==> src/rtl/clint_multihart.sv <==
// Core-local interruptor (msip/mtimecmp/mtime) on a TileLink-UL slave; 1-cycle A->D latency via a one-entry D buffer,
// a_ready = ~d_valid | d_ready so a stalled response blocks A. Optional ssip block under CLINT_SSWI_EN.
module clint_multihart #(
  parameter int NHARTS   = 2,
  parameter int ADDR_W   = 26,
  parameter int SRC_W    = 11,
  parameter int TIME_INC = 1
) (
  input  logic              clock,
  input  logic              reset,
  output logic              auto_in_a_ready,
  input  logic              auto_in_a_valid,
  input  logic [2:0]        auto_in_a_bits_opcode,
  input  logic [2:0]        auto_in_a_bits_param,
  input  logic [1:0]        auto_in_a_bits_size,
  input  logic [SRC_W-1:0]  auto_in_a_bits_source,
  input  logic [ADDR_W-1:0] auto_in_a_bits_address,
  input  logic [7:0]        auto_in_a_bits_mask,
  input  logic [63:0]       auto_in_a_bits_data,
  input  logic              auto_in_a_bits_corrupt,
  input  logic              auto_in_d_ready,
  output logic              auto_in_d_valid,
  output logic [2:0]        auto_in_d_bits_opcode,
  output logic [1:0]        auto_in_d_bits_size,
  output logic [SRC_W-1:0]  auto_in_d_bits_source,
  output logic [63:0]       auto_in_d_bits_data,
  input  logic              io_rtcTick,
  output logic [NHARTS-1:0] auto_int_out_msip,
  output logic [NHARTS-1:0] auto_int_out_mtip,
  output logic [NHARTS-1:0] auto_int_out_ssip
);

  logic [NHARTS-1:0] msip;
  logic [NHARTS-1:0] mtip;
  logic [63:0]       mtimecmp [NHARTS];
  logic [63:0]       mtime;
  logic              d_valid;
  logic [2:0]        d_opcode;
  logic [1:0]        d_size;
  logic [SRC_W-1:0]  d_source;
  logic [63:0]       d_data;
  logic [63:0]       rd_data;

  logic [15:0] off;
  logic        a_fire, is_get, is_put, data_op, msip_reg, cmp_reg, time_reg;
  logic        unused_bits;

  assign off      = auto_in_a_bits_address[15:0];
  assign auto_in_a_ready = ~d_valid | auto_in_d_ready;
  assign a_fire   = auto_in_a_valid & auto_in_a_ready;
  assign is_get   = auto_in_a_bits_opcode == 3'd4;
  assign is_put   = auto_in_a_bits_opcode == 3'd0 || auto_in_a_bits_opcode == 3'd1;
  // Arithmetic/Logical/Get all expect a data-bearing ack; unsupported ones just read as zero
  assign data_op  = is_get || auto_in_a_bits_opcode == 3'd2 || auto_in_a_bits_opcode == 3'd3;
  assign msip_reg = off[15:14] == 2'b00;
  assign cmp_reg  = off[15:14] == 2'b01;
  assign time_reg = off[15:3] == 13'h17FF;
  assign unused_bits = ^{auto_in_a_bits_param, auto_in_a_bits_corrupt,
                         auto_in_a_bits_address[ADDR_W-1:16], auto_in_a_bits_address[2:0]};

  function automatic logic [63:0] merge(input logic [63:0] old, input logic [63:0] wr,
                                        input logic [7:0] m);
    logic [63:0] res;
    for (int b = 0; b < 8; b++) res[8*b +: 8] = m[b] ? wr[8*b +: 8] : old[8*b +: 8];
    return res;
  endfunction

`ifdef CLINT_SSWI_EN
  logic [NHARTS-1:0] ssip;
  logic              ssip_reg;
  assign ssip_reg = off[15:12] == 4'hC;
  assign auto_int_out_ssip = ssip;

  always_ff @(posedge clock) begin
    if (reset) begin
      ssip <= '0;
    end else if (a_fire && is_put && ssip_reg) begin
      for (int i = 0; i < NHARTS; i++)
        if (off[11:3] == 9'(i / 2) && auto_in_a_bits_mask[4 * (i % 2)])
          ssip[i] <= auto_in_a_bits_data[32 * (i % 2)];
    end
  end
`else
  assign auto_int_out_ssip = '0;
`endif

  // Two harts share one 64-bit beat: even hart in bit 0, odd hart in bit 32
  always_comb begin
    rd_data = '0;
    if (is_get) begin
      for (int i = 0; i < NHARTS; i++) begin
        if (msip_reg && off[13:3] == 11'(i / 2)) rd_data[32 * (i % 2)] = msip[i];
        if (cmp_reg && off[13:3] == 11'(i)) rd_data = mtimecmp[i];
`ifdef CLINT_SSWI_EN
        if (ssip_reg && off[11:3] == 9'(i / 2)) rd_data[32 * (i % 2)] = ssip[i];
`endif
      end
      if (time_reg) rd_data = mtime;
    end
  end

  always_ff @(posedge clock) begin
    if (reset) begin
      msip     <= '0;
      mtip     <= '0;
      mtime    <= '0;
      d_valid  <= 1'b0;
      d_opcode <= '0;
      d_size   <= '0;
      d_source <= '0;
      d_data   <= '0;
      for (int i = 0; i < NHARTS; i++) mtimecmp[i] <= '1;
    end else begin
      if (io_rtcTick) mtime <= mtime + 64'(TIME_INC);
      if (a_fire && is_put) begin
        // Later assignment lets a bus write override a same-cycle tick
        if (time_reg) mtime <= merge(mtime, auto_in_a_bits_data, auto_in_a_bits_mask);
        for (int i = 0; i < NHARTS; i++) begin
          if (msip_reg && off[13:3] == 11'(i / 2) && auto_in_a_bits_mask[4 * (i % 2)])
            msip[i] <= auto_in_a_bits_data[32 * (i % 2)];
          if (cmp_reg && off[13:3] == 11'(i))
            mtimecmp[i] <= merge(mtimecmp[i], auto_in_a_bits_data, auto_in_a_bits_mask);
        end
      end
      for (int i = 0; i < NHARTS; i++) mtip[i] <= mtime >= mtimecmp[i];
      if (a_fire) begin
        d_valid  <= 1'b1;
        d_opcode <= data_op ? 3'd1 : 3'd0;
        d_size   <= auto_in_a_bits_size;
        d_source <= auto_in_a_bits_source;
        d_data   <= rd_data;
      end else if (auto_in_d_ready) begin
        d_valid <= 1'b0;
      end
    end
  end

  assign auto_in_d_valid       = d_valid;
  assign auto_in_d_bits_opcode = d_opcode;
  assign auto_in_d_bits_size   = d_size;
  assign auto_in_d_bits_source = d_source;
  assign auto_in_d_bits_data   = d_data;
  assign auto_int_out_msip     = msip;
  assign auto_int_out_mtip     = mtip;

endmodule
==> config.mk <==
export PLATFORM = sky130hd
export DESIGN_NAME = clint_multihart
export DESIGN_NICKNAME = d
export VERILOG_FILES = /design/src/rtl/clint_multihart.sv
export SDC_FILE = /design/constraint.sdc
export NUM_CORES = 1
export LEC_CHECK = 0
export BUFFER_PORTS_ARGS = -buffer_cell sky130_fd_sc_hd__buf_2
export CAP_MARGIN = 20
export CORE_MARGIN = 2
export CORE_UTILIZATION = 30
export DETAILED_ROUTE_END_ITERATION = 12
export GPL_ROUTABILITY_DRIVEN = 0
export PLACE_DENSITY = 0.56
export SYNTH_ARGS = -nofsm -noshare
export SYNTH_HDL_FRONTEND = slang
export SYNTH_SLANG_ARGS = --single-unit
==> constraint.sdc <==
create_clock -name clock -period 6.62 [get_ports clock]
set_clock_uncertainty 0.1 [all_clocks]
set_input_delay 1.986 -clock clock [delete_from_list [all_inputs] [get_ports clock]]
set_output_delay 1.986 -clock clock [all_outputs]
set_load 0.02 [all_outputs]
Yosys cells after proc, flatten, opt, wreduce, memory -nomap -nowiden. Memories as Yosys holds them, arrays and structs flattened. Cells that the tools add are included.

Multipliers: 0. Order comparisons: 2. Add/sub/neg operators: 1. Mux-type cells: 48. Divide/modulo/power cells: 0. Shift operators: 0. Reductions and logical operators: 15. Equality and inequality tests: 15. Bitwise gates (word level): 5.

Operator list (count): 64-bit 2-to-1 mux (9); 8-bit 2-to-1 mux (24); 64-bit >= comparator (2); 64-bit by 1-bit adder with 64-bit output, second input constant (1); 3-bit inequality test, second input constant (8); 1-bit 2-to-1 mux (15); 13-bit equality test, second input constant (1); 11-bit by 1-bit equality test with 1-bit output, second input constant (1); 11-bit logical NOT (1); 3-bit by 2-bit equality test with 1-bit output, second input constant (2); 1-bit logical AND (6); 2-bit AND reduction (2); 3-bit by 1-bit equality test with 1-bit output, second input constant (1); 3-bit equality test, second input constant (1); 3-bit logical NOT (1); 1-bit logical OR (3); 1-bit bitwise OR (3); 2-bit by 1-bit equality test with 1-bit output, second input constant (1); 2-bit logical NOT (1); 2-bit nonzero test (1); 1-bit bitwise AND (1); 1-bit inverter (1).

Memories: 1. Memory bits (read-only): 0. RAM bits: 128. Input bits: 123. Output and inout bits: 88. Word-level logic and storage cells: 103. Flip-flop bits (word level): 149. Bits in latches: 0.

Memory list: mtimecmp (depth 2, width 64, read ports 2, clocked after memory_dff 0, wr ports 2, RTL line 35) `logic [63:0] mtimecmp [NHARTS];`.

Longest topological paths before layout. Gate-level depths: netlist of run 1.

Depth after elaboration: 8. Depth in mapped cells: 9. Depth with buffers taken out: 8.

Worst setup path before layout of run 1. OpenSTA, ideal clock, no wires.

Kind: input to output. Start point: input port auto_in_d_ready. End point: output port auto_in_a_ready. Cell stages on the path: 1. Required time: 4.534 ns. Path buffers: 0. Arrival: 2.254 ns. Path slack: 2.280 ns. Cell sequence: nand2b_1.

Longest elaborated chain between the ends: 1.

RTL lines: start, declared (RTL line 21) `input logic auto_in_d_ready,`; 1-bit bitwise OR (RTL line 49) `assign auto_in_a_ready = ~d_valid | auto_in_d_ready;`; end, declared (RTL line 11) `output logic auto_in_a_ready,`.

No other way between the ends.

Final worst setup path of run 1. Ends and elaborated chain as after synthesis.

==> impl_metrics.json, run 1 <==
{
  "setup_viol": 0,
  "final-hold-violation-count": 0,
  "fin_setup_tns_ns": 0,
  "cts.clk_slew.worst_paths_ns": 0.06,
  "cpMostUsedCell": "buf_2",
  "cp-end-kind": "output pin",
  "maxCapViolCount": 0,
  "drive_above_1_share_pct": 13.8,
  "post_cts_buffers": 0,
  "cts_buffers": 30,
  "h-tree-depth": 1,
  "cts_tree": "done",
  "io_buffers": 189,
  "max_freq_ghz": 0.219,
  "async_reset_ff_share_pct": 0,
  "outcome": "finished, final reports clean",
  "clk_latency_ns": 0.58,
  "min_period_ns": 4.57,
  "worstSetupPathType": "in2out",
  "ios": 211,
  "core_um2": 51300,
  "start_util_pct": 30.4,
  "ant_nets": 0,
  "cts.sinks": 275,
  "drc": 0,
  "hold_path_depth": 2,
  "drtIter0Drc": 787,
  "fp-row-count": 83,
  "p_leak_nw": 7.88,
  "area_growth_pct": 16.3,
  "rrSetupSlack_ns": 3.36,
  "final_util_pct": 35.3,
  "rsz0062_at_grt": "false",
  "p_total_w": 0.00367,
  "die_y_um": 232,
  "hold_path_class": "reg2reg",
  "grt_max_degree": 72,
  "arrival_ns": 2.48,
  "yosysWarnings": 0,
  "synth-edff-count": 128,
  "final_nets": 2158,
  "dp_hpwl_um": 36200,
  "antenna_found_initial": 10,
  "synth_area_um2": 15600,
  "slowest_delay_ns": 0.21,
  "postCtsHoldBufs": 0,
  "min_to": "auto_in_d_bits_data[46]$_SDFFE_PP0P_",
  "ir_worst_vdd_mv": 0.130,
  "track_usage_pct": 18.0,
  "seq_area_frac_synth_pct": 43.5,
  "vias": 13520,
  "fp.dieW_um": 232,
  "yosys_register_bits": 275,
  "synth_cells": 1753,
  "via_per_inst": 5.17,
  "worstPathCellList": "buf_2, nand2b_1, buf_2",
  "grt_pass1_vias": 13235,
  "r2r_start": "mtime[36]$_SDFFE_PP0P_",
  "die_area_um2": 53800,
  "post-place-ws_ns": 1.50,
  "worst_slew_pin_slew_ns": 1.06,
  "cts_buffer_depth": 3,
  "postCtsResizedCells": 0,
  "fin_crit_sh_pct": 69.0,
  "hp-start": "auto_in_d_bits_data[46]$_SDFFE_PP0P_",
  "cp_data_required_time_ns": 4.53,
  "drt_first_pass_iters": 5,
  "ys_types": 66,
  "start_kind": "input pin",
  "maxSlewHeadroom_pct": 28.9,
  "power_density_nw_per_um2": 202,
  "post_drt_wl_per_cell_um": 18.9,
  "reg2reg_depth": 6,
  "grt_pass1_wl_um": 75800,
  "synth-main-ff-cell": "dfxtp_1",
  "root_buffer": "clkbuf_16",
  "syn_avg_cell_area_um2": 8.90,
  "final_max_slew_viol_count": 0,
  "crit_fanout": 6,
  "r2r-end": "mtime[55]$_SDFFE_PP0P_",
  "routed_wl_um": 49400,
  "gr-total-overflow": 0,
  "setup_slack_ns": 2.05,
  "critPathSlowestCell": "nand2b_1"
}
[placed cells by master, fill, tap and decap left out, drive strengths merged, types with 11 or more instances in the layout]
cell,instances
mux2i,66
a211oi,32
inv,140
and3,32
clkbuf,44
clkinv,11
o21ai,124
nor3,19
ha,129
a21oi,163
nand3,69
nor2,125
edfxtp,128
nand2,200
nand4,39
nand2b,70
buf,207
dfxtp,147
nor4,21
and4,12
nor2b,12
a31oi,30
[power breakdown]
group	internal (W)	switching [W]	total (W)
registers	0.00180	0.0000168	0.00182
clock network	0.000929	0.000707	0.00164
logic	0.0000735	0.000138	0.000211
[sequential cells by signal (all words and copies together), names as in the netlist]
| signal | flops |
|---|---|
| auto_in_d_bits_size | 2 |
| auto_in_d_bits_source | 11 |
| mtime | 64 |
| auto_in_d_valid | 1 |
| auto_int_out_msip | 2 |
| auto_in_d_bits_opcode | 1 |
| auto_in_d_bits_data | 64 |
| mtimecmp | 128 |
| auto_int_out_mtip | 2 |
[cells in the mapped netlist (4+ instances only)]
cell | n | share of area, %
and3_1 | 32 | 1.3
a211oi_1 | 32 | 1.5
inv_1 | 140 | 3.4
clkbuf_1 | 52 | 1.3
nor3_1 | 16 | 0.51
xor2_1 | 9 | 0.51
ha_1 | 129 | 10
buf_4 | 4 | 0.19
and2_1 | 8 | 0.32
a21o_1 | 9 | 0.43
o21a_1 | 6 | 0.29
nand3_1 | 69 | 2.2
buf_2 | 28 | 0.90
o31ai_1 | 4 | 0.19
nor2_1 | 124 | 3.0
nand2_1 | 200 | 4.8
a311oi_1 | 5 | 0.28
a31oi_1 | 30 | 1.2
a41oi_1 | 5 | 0.28
or3_1 | 9 | 0.36
a21oi_1 | 163 | 5.2
dfxtp_1 | 147 | 19
edfxtp_1 | 128 | 25
or4_1 | 5 | 0.24
mux2i_1 | 66 | 4.2
nor2b_1 | 12 | 0.48
o21ai_0 | 124 | 4.0
o211ai_1 | 6 | 0.29
nand2b_1 | 70 | 2.8
nand4_1 | 38 | 1.5
buf_1 | 4 | 0.096
nor4_1 | 19 | 0.76
and4_1 | 12 | 0.67
[layer usage]
layer / wire, um / share of wire, % / vias up / global-route usage, %
met1: 21800 / 44 / 6424 / 23.7
li1: - / - / 6578 / -
met5: 68 / 0.14 / - / 0
met2: 22500 / 46 / 396 / 28.9
met3: 3140 / 6.4 / 112 / 3.51
met4: 1810 / 3.7 / 10 / 7.11
[critical path, delay by kind of cell]
kind	cells	cell delay [ns]
buffers and inverters	2	0.29
AND/OR/NAND/NOR	1	0.21
[worst max-delay path by stage]
stage | startpoint | to | cells past startpoint
floorplan | auto_in_d_ready | auto_in_a_ready | 1
global placement | auto_in_a_bits_address[7] | mtimecmp[0][89]$_SDFFCE_PP1P_ | 7
detailed placement | auto_in_a_bits_address[7] | mtimecmp[0][39]$_SDFFCE_PP1P_ | 7
CTS | auto_in_d_ready | auto_in_a_ready | 3
global route | auto_in_a_bits_address[7] | mtimecmp[0][39]$_SDFFCE_PP1P_ | 7
finish | auto_in_d_ready | auto_in_a_ready | 3
[cells by family after synthesis]
group	Yosys count	synth area share, %
DFF	275	43.5
muxes	69	4.45
AOI/OAI and AO/OA	410	15.2
xor gates and xnor gates	9	0.506
and+or+nand+nor	630	20.1
buffers and inverters	230	5.87
adders and majority gates	129	10.4
other	1	0.0240
[cell type report]
class / count / area [um2]
diodes: 3 / 7.51
clock buffers: 44 / 855
multi-input cells: 1251 / 7930
repair buffers: 207 / 1080
well taps: 680 / 851
flip-flops and latches: 275 / 6790
clock inverters: 12 / 87.6
inverters: 141 / 529
fillers: 5313 / 33200
[through the flow]
step / instance area [um2] / hold WS [ns] / cells
floorplan: 15600 / 0.383 / 1756
global placement: 17200 / 0.334 / 2554
detailed placement: 17200 / 0.339 / 2554
CTS: 18100 / 0.352 / 2610
global route: 18100 / 0.373 / 2612
finish: 18100 / 0.346 / 2613
Power figures use the tool's default switching activity.
==> inputs of run 2 (changes only) <==
Settings changed: ABC_AREA from default to 1.
Clock period 6.62 ns to 4.7 ns, I/O delays scaled along.
==> run 2 against run 1 <==
Non-clock buffer count increased by 21. Via count up 23%. Synthesized cell count increased by 33%.
==> impl_metrics.json, run 2 <==
{
  "yosys_register_bits": 275,
  "async_reset_ff_share_pct": 0,
  "die_y_um": 244,
  "cts_tree": "done",
  "vias": 16668,
  "ios": 211,
  "synth_cells": 2338,
  "met3WireLength_um": 3980,
  "grt_pass1_wl_um": 93200,
  "yosysWarnings": 0,
  "antenna_found_initial": 2,
  "routed.top_layer": "met5",
  "synth_area_um2": 17300,
  "drc": 0,
  "routed_wl_um": 61200,
  "die_area_um2": 59600,
  "post-place-ws_ns": 0.959,
  "outcome": "finished, final reports clean",
  "p_leak_nw": 9.02,
  "largest_register_ff_count": 128,
  "post_cts_buffers": 0,
  "dp_hpwl_um": 45800,
  "drive_above_1_share_pct": 13.7,
  "postCtsHoldBufs": 0,
  "fin_setup_tns_ns": 0,
  "drt_first_pass_iters": 5,
  "final-hold-violation-count": 0,
  "via_per_inst": 5.04,
  "worstSetupPathType": "in2out",
  "grt_max_degree": 86,
  "track_usage_pct": 20.2,
  "grt_pass1_vias": 16181,
  "wl_met2_um": 28900,
  "synth-edff-count": 128,
  "maxSlewHeadroom_pct": 25.7,
  "setup_slack_ns": 1.40,
  "final_cell_mix": "561 x nand2_1, 318 x inv_1, 236 x a21oi_1",
  "syn_avg_cell_area_um2": 7.40,
  "core_um2": 57400,
  "cts_buffers": 37,
  "seq_area_frac_synth_pct": 39.2,
  "cts_buffer_depth": 3,
  "power_density_nw_per_um2": 279,
  "max_freq_ghz": 0.303,
  "crit_fanout": 3,
  "h-tree-depth": 2,
  "cts.sinks": 275,
  "worst_slew_pin_slew_ns": 1.10,
  "drtIter0Drc": 1210,
  "largest-register": "mtimecmp",
  "synth-main-ff-cell": "dfxtp_1",
  "root_buffer": "clkbuf_16",
  "whs_ns": 0.362,
  "hold_path_class": "reg2reg",
  "fp-row-count": 88,
  "synth_area_leader_cell": "edfxtp_1",
  "ys_top_cells_by_count": "562 x nand2_1, 318 x inv_1, 236 x a21oi_1, 196 x nand3_1, 159 x nor2_1",
  "cp_data_required_time_ns": 3.19,
  "synth_area_leaders": "edfxtp_1 22%, dfxtp_1 17%, nand2_1 12%, ha_1 9.3%, inv_1 6.9%",
  "synth_top_area_share_pct": 22.2,
  "clk_latency_ns": 0.56,
  "start_kind": "input pin",
  "post_drt_wl_per_cell_um": 18.5,
  "ir_worst_vdd_mv": 0.213,
  "postCtsResizedCells": 0,
  "ys_types": 44,
  "fin_crit_sh_pct": 70.3,
  "maxCapViolCount": 0,
  "area_growth_pct": 17.4,
  "min_period_ns": 3.30,
  "final_common_cell": "nand2_1",
  "fp.dieW_um": 244,
  "final_max_slew_viol_count": 0,
  "fillers": 6121,
  "setup_viol": 0,
  "rsz0062_at_grt": "false",
  "synth_most_common_cell": "nand2_1",
  "cp-end-kind": "output pin",
  "io_buffers": 189,
  "gr-total-overflow": 0,
  "post-route-cell-area_um2": 20300,
  "final_nets": 2766,
  "wl_met1_um": 26700,
  "start_util_pct": 30.2,
  "ant_nets": 0,
  "placed_cell_area_um2": 19100,
  "arrival_ns": 1.79,
  "cts.clk_slew.worst_paths_ns": 0.05
}
-- run 2: kinds of logic after synthesis --
logic type,synth area share [%]
AND/OR/NAND/NOR,26.3
AO/OA/AOI/OAI,14.1
XOR/XNOR,1.32
buffers and inverters,9.74
flip-flops,39.2
other,0.0217
adder cells (fa/ha/maj),9.33
-- run 2: final cells by class --
type                       count  area [um2]  share of cell area [%]
clock inverter                18         165                   0.813
antenna                        1        2.50                  0.0123
tap                          765         957                    4.71
sequential                   275        6790                    33.4
multi-input combinational   1643        8870                    43.7
timing repair buffer         228        1270                    6.27
inverter                     329        1230                    6.08
clock buffer                  50        1030                    5.06
-- run 2: worst max-delay path: stages --
cell,delay [ns]
buf_2,0.10
inv_1,0.04
nand2_1,0.08
buf_2,0.17
-- run 2: worst paths after layout --
| kind | start | endpoint | slack [ns] | cells after the start |
|---|---|---|---|---|
| max | auto_in_d_ready | auto_in_a_ready | 1.40 | 4 |
| max reg2reg | mtime[39]$_SDFFE_PP0P_ | auto_int_out_mtip[0]$_SDFF_PP0_ | 1.96 | 9 |
| min | auto_in_d_bits_data[26]$_SDFFE_PP0P_ | auto_in_d_bits_data[26]$_SDFFE_PP0P_ | 0.36 | 2 |
| min reg2reg | auto_in_d_bits_data[26]$_SDFFE_PP0P_ | auto_in_d_bits_data[26]$_SDFFE_PP0P_ | 0.36 | 2 |
-- run 2: stage by stage --
step	util, %	instances	power [W]
after floorplan	-	2341	0.00278
after global placement	33.3	3239	0.00294
after detailed placement	33.3	3240	0.00295
after CTS	35.4	3308	0.00573
after global routing	35.4	3309	0.00585
final	35.4	3309	0.00567
-- run 2: where the power goes --
group	switching, W	total (W)	internal, W
Combinational	0.000244	0.000336	0.0000918
Clock	0.00113	0.00278	0.00165
Sequential	0.0000186	0.00256	0.00254
-- run 2: metal layers --
layer	vias to the layer above	global-route usage (%)
li1	8135	-
met1	7887	26.4
met2	554	34.0
met3	90	3.13
met4	2	6.29
met5	-	0
==> inputs of run 3 (changes only) <==
Clock period 4.7 ns to 3.3 ns, I/O delays scaled along.
==> run 3 against run 2 <==
Flip-flop and latch count unchanged. Highest routed layer unchanged. Via count is 0.54% higher. First-iteration DRC count increased by 18%. Sequential share of layout area fell by 0.18 points. Routed wire length about the same. Design area rose by 0.55%. Final cell count is 0.42% higher. Utilization rose by 0.20 points.
==> impl_metrics.json, run 3 (synthesis results as in run 2) <==
{
  "outcome": "finished, final reports clean",
  "h-tree-depth": 2,
  "crit_fanout": 21,
  "worstSetupPathType": "in2reg",
  "setup_viol": 0,
  "postCtsResizedCells": 0,
  "antenna_found_initial": 2,
  "die_area_um2": 59600,
  "crit_buf_inv": 5,
  "worstPathCellList": "buf_2, inv_1, nand2_1, nand2_2, inv_2, nand2_1, buf_4, a211oi_4, buf_12, a21oi_1",
  "die_y_um": 244,
  "clk_latency_ns": 0.55,
  "slowest_delay_ns": 0.77,
  "vias": 16758,
  "post_cts_buffers": 0,
  "cp-end-kind": "flip-flop",
  "p_sw_share_pct": 24.2,
  "cts_buffer_depth": 3,
  "post_drt_wl_per_cell_um": 18.4,
  "p_int_w": 0.00598,
  "min_period_ns": 2.71,
  "maxCapViolCount": 0,
  "seq_power_share_pct": 46.1,
  "final-hold-violation-count": 0,
  "cts.sinks": 275,
  "start_util_pct": 30.2,
  "final_max_slew_viol_count": 0,
  "core_um2": 57400,
  "p_clk_share_pct": 47.8,
  "maxSlewHeadroom_pct": 34.2,
  "path_delay_family": "compound AO/OA/AOI/OAI gates",
  "hold_path_class": "reg2reg",
  "ant_nets": 0,
  "fp-row-count": 88,
  "cts_buffers": 35,
  "routed_wl_um": 61200,
  "largest_register_ff_count": 128,
  "power_density_nw_per_um2": 387,
  "root_buffer": "clkbuf_16",
  "drive_above_1_share_pct": 14.5,
  "track_usage_pct": 20.1,
  "start_kind": "input pin",
  "critPathSlowestCell": "a21oi_1",
  "cp_data_required_time_ns": 3.37,
  "cts.clk_slew.worst_paths_ns": 0.05,
  "drtIter0Drc": 1433,
  "fin_crit_sh_pct": 82.1,
  "cpMostUsedCell": "nand2_1",
  "fp.dieW_um": 244,
  "final_common_cell": "nand2_1",
  "io_buffers": 189,
  "final_nets": 2785,
  "grt_pass1_vias": 15902,
  "whs_ns": 0.360,
  "p_comb_share_pct": 6.0,
  "via_per_inst": 5.04,
  "rsz0062_at_grt": "false",
  "ios": 211,
  "largest-register": "mtimecmp",
  "p_leak_nw": 9.13,
  "antenna_cells": 0,
  "cts_tree": "done",
  "p_sw_w": 0.00191,
  "dp_hpwl_um": 46800,
  "fillers": 6052,
  "worst_slew_pin_slew_ns": 0.987,
  "final_cell_mix": "561 x nand2_1, 318 x inv_1, 236 x a21oi_1",
  "gr-total-overflow": 0,
  "postCtsHoldBufs": 0,
  "ir_worst_vdd_mv": 0.319,
  "grt_pass1_wl_um": 92600,
  "area_growth_pct": 18.0,
  "drt_first_pass_iters": 6,
  "arrival_ns": 2.78,
  "max_freq_ghz": 0.369,
  "drc": 0,
  "fin_setup_tns_ns": 0,
  "grt_max_degree": 80
}
run 3: cell count changes in the layout (fill, tap and decap cells not counted), moves of 2 or more:
cell       delta
buf_12        +3
clkbuf_16     -2
clkinv_4      -3
buf_4        +19
clkinv_2      +4
clkbuf_8      +4
clkbuf_1      -7
run 3: area by class of cell:
class / instances / area [um2] / area share [%]
repair buffers: 249 / 1450 / 7.09
inverters: 329 / 1230 / 6.04
flip-flops and latches: 275 / 6790 / 33.2
clock buffers: 45 / 1010 / 4.92
multi-input cells: 1643 / 8870 / 43.4
well taps: 765 / 957 / 4.69
clock inverters: 17 / 126 / 0.619
run 3: tightest hold or removal path, cell delays in order (launching register included):
cell and delay (ns):
dfxtp_1 0.30, nand2_1 0.06, a21oi_1 0.05
run 3: worst paths after layout:
kind	startpoint	to	slack (ns)	depth (start not counted)
max	auto_in_d_ready	mtimecmp[0][99]$_SDFFCE_PP1P_	0.59	10
min	auto_in_d_bits_data[4]$_SDFFE_PP0P_	auto_in_d_bits_data[4]$_SDFFE_PP0P_	0.36	2
max reg2reg	mtime[46]$_SDFFE_PP0P_	auto_int_out_mtip[1]$_SDFF_PP0_	0.72	11
min reg2reg	auto_in_d_bits_data[4]$_SDFFE_PP0P_	auto_in_d_bits_data[4]$_SDFFE_PP0P_	0.36	2
run 3: power groups by stage:
stage	registers, W	clock network [W]	logic [W]
2_1_floorplan	0.00373	0	0.000227
3_3_place_gp	0.00371	0	0.000471
3_5_place_dp	0.00372	0	0.000479
4_1_cts	0.00364	0.00387	0.000481
5_1_grt	0.00365	0.00398	0.000528
6_report	0.00364	0.00378	0.000478
run 3: metal layers:
layer  share of wire, %  up-vias  wire, um  track usage (%)
met3                6.4       95      3920             2.57
met5              0.042        -        26                0
met2                 48      609     29500             35.0
li1                   -     8171         -                -
met1                 43     7879     26500             26.2
met4                2.1        4      1280             5.36
run 3: stage by stage:
step	instance area, um2	instances	utilization, %	setup slack, ns	total power [W]
4_1_cts	20400	3323	35.6	0.586	0.00799
5_1_grt	20400	3323	35.6	0.407	0.00816
2_1_floorplan	17300	2341	-	0.0715	0.00395
3_5_place_dp	19300	3261	33.6	0.00407	0.00419
6_report	20400	3323	35.6	0.592	0.00790
3_3_place_gp	19300	3261	33.6	0.0460	0.00418
